==> src/rtl/msb_stream_gen.sv <==
// ----------------------------------------------------------------------------
// msb_stream_gen
// Pseudo-random bit-stream source built on a Fibonacci LFSR. While running it
// emits the register MSB once per clock (free-running or a fixed-length burst)
// and flags the end of every full LFSR period so downstream zero/one balance
// can be checked.
//
// Ports
//   clk          rising-edge clock
//   rst_n        asynchronous active-low reset
//   start        begin emitting (sampled in IDLE)
//   stop         halt emission, LFSR and bit count preserved (sampled in RUN)
//   burst_len    bits per start, 0 = free-running (latched on start)
//   seed_load    load seed_in into the LFSR (IDLE only)
//   seed_in      seed value, zero is rejected
//   seed_ack     1-cycle pulse, seed accepted
//   seed_err     1-cycle pulse, zero seed rejected
//   msb          emitted bit
//   msb_valid    msb holds a fresh sample this cycle
//   period_done  pulses with the (2^WIDTH-1)th bit since seed/reset
//   busy         high while running
//   lfsr_state   current LFSR register
// ----------------------------------------------------------------------------
module msb_stream_gen #(
   parameter int unsigned      WIDTH        = 17,
   parameter logic [WIDTH-1:0] TAPS         = WIDTH'(17'h12000),
   parameter logic [WIDTH-1:0] DEFAULT_SEED = WIDTH'(17'h00001)
) (
   input  logic             clk,
   input  logic             rst_n,
   input  logic             start,
   input  logic             stop,
   input  logic [WIDTH-1:0] burst_len,
   input  logic             seed_load,
   input  logic [WIDTH-1:0] seed_in,
   output logic             seed_ack,
   output logic             seed_err,
   output logic             msb,
   output logic             msb_valid,
   output logic             period_done,
   output logic             busy,
   output logic [WIDTH-1:0] lfsr_state
);

   typedef enum logic {IDLE, RUN} state_t;

   // Last bit count of a maximal-length period: 2^WIDTH-1.
   localparam logic [WIDTH-1:0] PERIOD_LAST = '1;

   state_t           state_q, state_d;
   logic [WIDTH-1:0] lfsr_q, lfsr_d;
   logic [WIDTH-1:0] bit_cnt_q, bit_cnt_d;
   logic [WIDTH-1:0] burst_cnt_q, burst_cnt_d;
   logic [WIDTH-1:0] burst_len_q, burst_len_d;
   logic             msb_q, msb_d;
   logic             msb_valid_q, msb_valid_d;
   logic             period_done_q, period_done_d;
   logic             busy_q, busy_d;
   logic             seed_ack_q, seed_ack_d;
   logic             seed_err_q, seed_err_d;

   logic             fb;
   logic [WIDTH-1:0] bit_cnt_inc;
   logic [WIDTH-1:0] burst_cnt_inc;

   assign fb            = ^(lfsr_q & TAPS);
   assign bit_cnt_inc   = bit_cnt_q + WIDTH'(1);
   assign burst_cnt_inc = burst_cnt_q + WIDTH'(1);

   // State and output registers.
   always_ff @(posedge clk or negedge rst_n) begin
      if (!rst_n) begin
         state_q       <= IDLE;
         lfsr_q        <= DEFAULT_SEED;
         bit_cnt_q     <= '0;
         burst_cnt_q   <= '0;
         burst_len_q   <= '0;
         msb_q         <= 1'b0;
         msb_valid_q   <= 1'b0;
         period_done_q <= 1'b0;
         busy_q        <= 1'b0;
         seed_ack_q    <= 1'b0;
         seed_err_q    <= 1'b0;
      end else begin
         state_q       <= state_d;
         lfsr_q        <= lfsr_d;
         bit_cnt_q     <= bit_cnt_d;
         burst_cnt_q   <= burst_cnt_d;
         burst_len_q   <= burst_len_d;
         msb_q         <= msb_d;
         msb_valid_q   <= msb_valid_d;
         period_done_q <= period_done_d;
         busy_q        <= busy_d;
         seed_ack_q    <= seed_ack_d;
         seed_err_q    <= seed_err_d;
      end
   end

   // Next-state and next-output logic.
   always_comb begin
      state_d       = state_q;
      lfsr_d        = lfsr_q;
      bit_cnt_d     = bit_cnt_q;
      burst_cnt_d   = burst_cnt_q;
      burst_len_d   = burst_len_q;
      msb_d         = msb_q;
      msb_valid_d   = 1'b0;
      period_done_d = 1'b0;
      seed_ack_d    = 1'b0;
      seed_err_d    = 1'b0;

      case (state_q)
         IDLE: begin
            // seed_load outranks stop, which outranks start.
            if (seed_load) begin
               if (seed_in != '0) begin
                  lfsr_d     = seed_in;
                  bit_cnt_d  = '0;
                  seed_ack_d = 1'b1;
               end else begin
                  seed_err_d = 1'b1;
               end
            end else if (!stop && start) begin
               state_d     = RUN;
               burst_len_d = burst_len;
               burst_cnt_d = '0;
            end
         end
         RUN: begin
            if (stop) begin
               state_d = IDLE;
            end else begin
               msb_d       = lfsr_q[WIDTH-1];
               msb_valid_d = 1'b1;
               lfsr_d      = {lfsr_q[WIDTH-2:0], fb};
               burst_cnt_d = burst_cnt_inc;
               if (bit_cnt_inc == PERIOD_LAST) begin
                  bit_cnt_d     = '0;
                  period_done_d = 1'b1;
               end else begin
                  bit_cnt_d = bit_cnt_inc;
               end
               // The final burst bit is still emitted on the exit edge.
               if ((burst_len_q != '0) && (burst_cnt_inc == burst_len_q)) begin
                  state_d = IDLE;
               end
            end
         end
         default: state_d = IDLE;
      endcase

      busy_d = (state_d == RUN);
   end

   assign msb         = msb_q;
   assign msb_valid   = msb_valid_q;
   assign period_done = period_done_q;
   assign busy        = busy_q;
   assign seed_ack    = seed_ack_q;
   assign seed_err    = seed_err_q;
   assign lfsr_state  = lfsr_q;

endmodule
==> config.mk <==
export PLATFORM = sky130hd
export DESIGN_NAME = msb_stream_gen
export DESIGN_NICKNAME = d
export VERILOG_FILES = /design/src/rtl/msb_stream_gen.sv
export SDC_FILE = /design/constraint.sdc
export NUM_CORES = 1
export LEC_CHECK = 0
export CAP_MARGIN = 20
export CORE_MARGIN = 2
export CORE_UTILIZATION = 50
export CTS_BUF_LIST = sky130_fd_sc_hd__clkbuf_8
export DETAILED_ROUTE_END_ITERATION = 10
export GPL_TIMING_DRIVEN = 1
export PLACE_DENSITY = 0.83
export SYNTH_ARGS = -nofsm -noshare
export SYNTH_HDL_FRONTEND = slang
export SYNTH_SLANG_ARGS = --single-unit
==> constraint.sdc <==
create_clock -name clk -period 3.05 [get_ports clk]
set_clock_uncertainty 0.05 [all_clocks]
set_input_delay 0.61 -clock clk [delete_from_list [all_inputs] [get_ports clk]]
set_output_delay 0.61 -clock clk [all_outputs]
set_load 0.02 [all_outputs]
; ---- Word level (Yosys, flattened, before mapping)
; Index checks and enable logic that the tools add are counted.
[totals]
ff_bits = 74
inputBits = 39
out_inout_bits = 23
wordCells = 61
[op_classes]
n_addsub = 2
eq_ne = 7
n_mux = 29
n_bitwise = 3
n_reduce_logical = 10
[op_table]
columns = op, count
row1 = 17-bit 2-to-1 mux, 10
row2 = 17-bit case mux with 2 select lines, 3
row3 = "17-bit by 1-bit adder with 17-bit output, second input constant", 2
row4 = 17-bit nonzero test, 2
row5 = 17-bit equality test, 1
row6 = "17-bit equality test, second input constant", 1
row7 = 17-bit XOR reduction, 1
row8 = 1-bit 2-to-1 mux, 15
row9 = "2-bit != test, second input constant", 5
row10 = 3-bit AND reduction, 3
row11 = 1-bit NOT, 3
row12 = 1-bit logical AND, 2
row13 = 1-bit case mux with 2 select lines, 1
row14 = 2-bit AND reduction, 1
row15 = 1-bit logical NOT, 1

; ---- Depth between registers and ports, before layout
[logic_depth]
ltp_word = 6
ltp_mapped = 10
depth_no_buf = 8

; ---- Least setup slack after synthesis
; OpenSTA, ideal clock, no wires.
[synth_path]
path_type = register to register
startpoint = reg bit_cnt_q[1]
endpoint = reg bit_cnt_q[13]
setup_ns = 0.126
arrival_time_ns = 2.072
required_time_ns = 2.874
path_slack_ns = 0.802
stages_incl_launch_ff = 10
path_buffers = 2
synth_period_minus_slack_ns = 2.248
cell_sequence = dfrtp_1 -> ha_1 -> buf_1 -> nand2_1 -> or3_1 -> a21oi_1 -> a41oi_4 -> buf_6 -> a21oi_2 -> mux2i_1
[synth_via]
elab_chain_len = 5
[synth_lines]
columns = element, line
row1 = "start, declared", 52  ; logic [WIDTH-1:0] bit_cnt_q, bit_cnt_d;
row2 = "start signal, assigned", 87  ; bit_cnt_q <= bit_cnt_d;
row3 = 17-bit by 1-bit adder with 17-bit output *, 67  ; assign bit_cnt_inc = bit_cnt_q + WIDTH'(1);
row4 = 17-bit equality test, 137  ; if (bit_cnt_inc == PERIOD_LAST) begin
row5 = 17-bit 2-to-1 mux *, 137
row6 = 17-bit 2-to-1 mux *, 130  ; if (stop) begin
row7 = 17-bit case mux with 2 select lines *, 112  ; case (state_q)
; Mark *: on every way between the ends. The rest lies on a longest branch, timed or not. The select of a mux whose other input is x is not followed.
; A chain may end at the register's enable or synchronous reset.

; ---- Worst setup path in the final report
[layout_path]
startpoint = reg bit_cnt_q[1]
endpoint = reg bit_cnt_q[10]
; Same word-level chain as after synthesis.

==> results.md <==
* Grt ovf at 0
* Drt via density at 5.79
* Hold_ws at 215 ps
* Core outline area at 8090 um^2
* Gr usage total at 0.232
* Crit Path Max Fanout at 18
* Worst Tran Pin Value at 937 ps
* Placer Congestion at 0.914
* FF-to-FF Start: bit_cnt_q[1]
* Post-CTS Setup Bufs at 0
* Commonest non-fill, non-tap cells in the layout: dfrtp_1 (73), nand2_1 (63), clkdlybuf4s50_1 (60)
* Hold_buf cts at 0
* CP required at 3280 ps
* Area contributors post-synth: dfrtp_1 (45%), nand2_1 (5.8%), mux2_2 (5.5%)
* Reg2Reg Setup Slack at 350 ps
* H-tree Lvls at 3
* Most common cell after layout, fill and taps aside: dfrtp_1
* Cts repair resizes at 0
* Leading area contributor after synthesis: dfrtp_1
* Number of DRC markers in iteration 0 at 174
* Tcrit/Tclk final at 0.886
* Max_cap viols at 0
* Syn avg cell area at 9.38 um^2
* Number of global-route vias before repair at 3397
* Worst Setup End Kind: flip-flop
* Slew Limit Fails at 0
* Clk buf depth at 2
* IO Pins at 62
* Row cnt at 33
* Antenna Cells at 0
* Initial antenna violation count at 0
* Remaining antenna violation count at 0
* Clock transition at the registers of the reported paths at 80 ps
* Top-area cell type share of the netlist area at 0.446
* Synth Register Bits at 74
* Final hold violation count at 0
* Post-synth EDFFs at 0
* Vias at 3487
* Synth cell types at 49
* Avg WL per Cell at 15.9 um
* Cell Area, Synth at 4100 um^2
* Critical path class: reg -> reg
* Pin count of the biggest net entering global routing at 75
* Power density over cell area at 538 nW/um^2
* Share of post-route cells with drive strength above 1 at 0.111
* Status: finished, final reports clean
* Async set-reset flop share out of synthesis at 1.00
* Seq/Total Area, Yosys at 0.452
* Nets@finish at 534
* Final setup fails at 0
* Dpl hpwl at 6790 um
* Mapped Cells at 437
* RSZ-0062 raised after global routing: false
* Worst slew margin at 0.373
* Clock root cell: clkbuf_8
* Setup TNS Final at 0 ps
* VDD IR max at 0.361 mV
* Fmax achieved at 370 MHz
* Syn. warnings at 0
* Synthesis-to-layout area growth at 23.1%
* Leak at 0.00202 uW
* Syn_nets at 479
* Global-route wire length before repair at 16300 um
* Die Wd at 94.5 um
* Critical Path AT at 2930 ps
* Initial Util at 0.506
* R2R Path End: bit_cnt_q[10]
* Die ar. at 8940 um^2
* PortBufs at 61
* Inserted Clock Buffers at 9
* Skew-Pair Late Insertion Delay at 350 ps
* HP Class: in -> async
* Min Tclk post-route at 2700 ps
* Main synth FF type: dfrtp_1
* Die Ht at 94.5 um
* R2R depth at 7
* Drt drc at 0
* Worst Setup Start Kind: flip-flop
* 1st-pass router iterations at 5
* Final WL at 9570 um
* TritonCTS clock tree: done
* Clock Sinks at 74
layout make-up:
cell class / count / area (um^2)
tap: 105 / 131
multi-input combinational: 333 / 2120
sequential: 74 / 1850
inverter: 4 / 15.0
clock inverter: 5 / 85.1
timing repair buffer: 70 / 686
fill: 687 / 3050
clock buffer: 11 / 151
routing by layer:
metal  vias up  global-route usage  wire (um)
li1       1690                   -          -
met1      1687               0.285       4080
met2        96               0.405       4890
met3        14              0.0519        455
met4         0              0.0761        140
met5         -                   0          0
how the worst max path moves through the flow:
| stage | from | endpoint | slack (ps) |
|---|---|---|---|
| 2_1_floorplan | bit_cnt_q[1] | bit_cnt_q[13] | 800 |
| 3_3_place_gp | seed_in[5] | bit_cnt_q[9] | 290 |
| 3_5_place_dp | seed_in[5] | bit_cnt_q[9] | 200 |
| 4_1_cts | bit_cnt_q[1] | bit_cnt_q[10] | 380 |
| 5_1_grt | bit_cnt_q[1] | bit_cnt_q[10] | 20 |
| 6_report | bit_cnt_q[1] | bit_cnt_q[10] | 350 |
logic make-up (layout without fill, tap and decap cells):
group	Yosys count	in the layout	synth area share
and+or+nand+nor	164	164	0.197
buffers and inverters	30	90	0.0318
muxes	40	40	0.104
xor gates and xnor gates	28	28	0.0598
AOI/OAI and AO/OA	98	98	0.147
DFF	74	74	0.452
adders and majority gates	3	3	0.00916
sequential cells by signal, indices dropped and copies added (netlist names):
register	count
bit_cnt_q	17
burst_cnt_q	17
burst_len_q	17
lfsr_state	17
busy	1
msb	1
msb_valid	1
period_done	1
seed_ack	1
seed_err	1
critical path: stages, from the launching register on:
cell     delay (ps)
dfrtp_1         470
ha_1            460
and4_1          370
nand3_1         130
xnor2_1         220
a41oi_4         570
o21ai_0         180
a31oi_1         190
synth_stat cells (all sizes together) (2+ instances only):
| library cell | n |
|---|---|
| or2 | 2 |
| inv | 4 |
| nor4 | 12 |
| o21ai | 42 |
| and2 | 3 |
| or3 | 2 |
| buf | 11 |
| ha | 3 |
| nand4 | 6 |
| nor3b | 3 |
| nand2b | 7 |
| and4 | 4 |
| o22ai | 2 |
| clkbuf | 15 |
| a41oi | 4 |
| nand3 | 18 |
| xnor2 | 21 |
| nor3 | 4 |
| a31oi | 12 |
| a21oi | 22 |
| dfrtp | 73 |
| mux2i | 20 |
| mux2 | 20 |
| nand2 | 63 |
| and3 | 9 |
| o21a | 2 |
| a21o | 2 |
| nor2 | 26 |
| o31ai | 5 |
| xor2 | 7 |
metrics by stage:
step	power [uW]	std cells	setup WS, ps	area [um^2]	utilization
after global routing	2860	602	15.9	5040	0.623
after global placement	1820	586	291	4810	0.594
after floorplan	1570	437	802	4100	-
after CTS	2740	602	376	5040	0.623
after detailed placement	1850	586	202	4810	0.594
final	2720	602	348	5040	0.623
power breakdown:
part / leakage [uW] / internal, uW / switching (uW)
combinational: 0.000947 / 312 / 291
sequential: 0.000960 / 1100 / 121
clock: 0.000116 / 510 / 381
total: 0.00202 / 1920 / 793
Power figures use the tool's default switching activity.
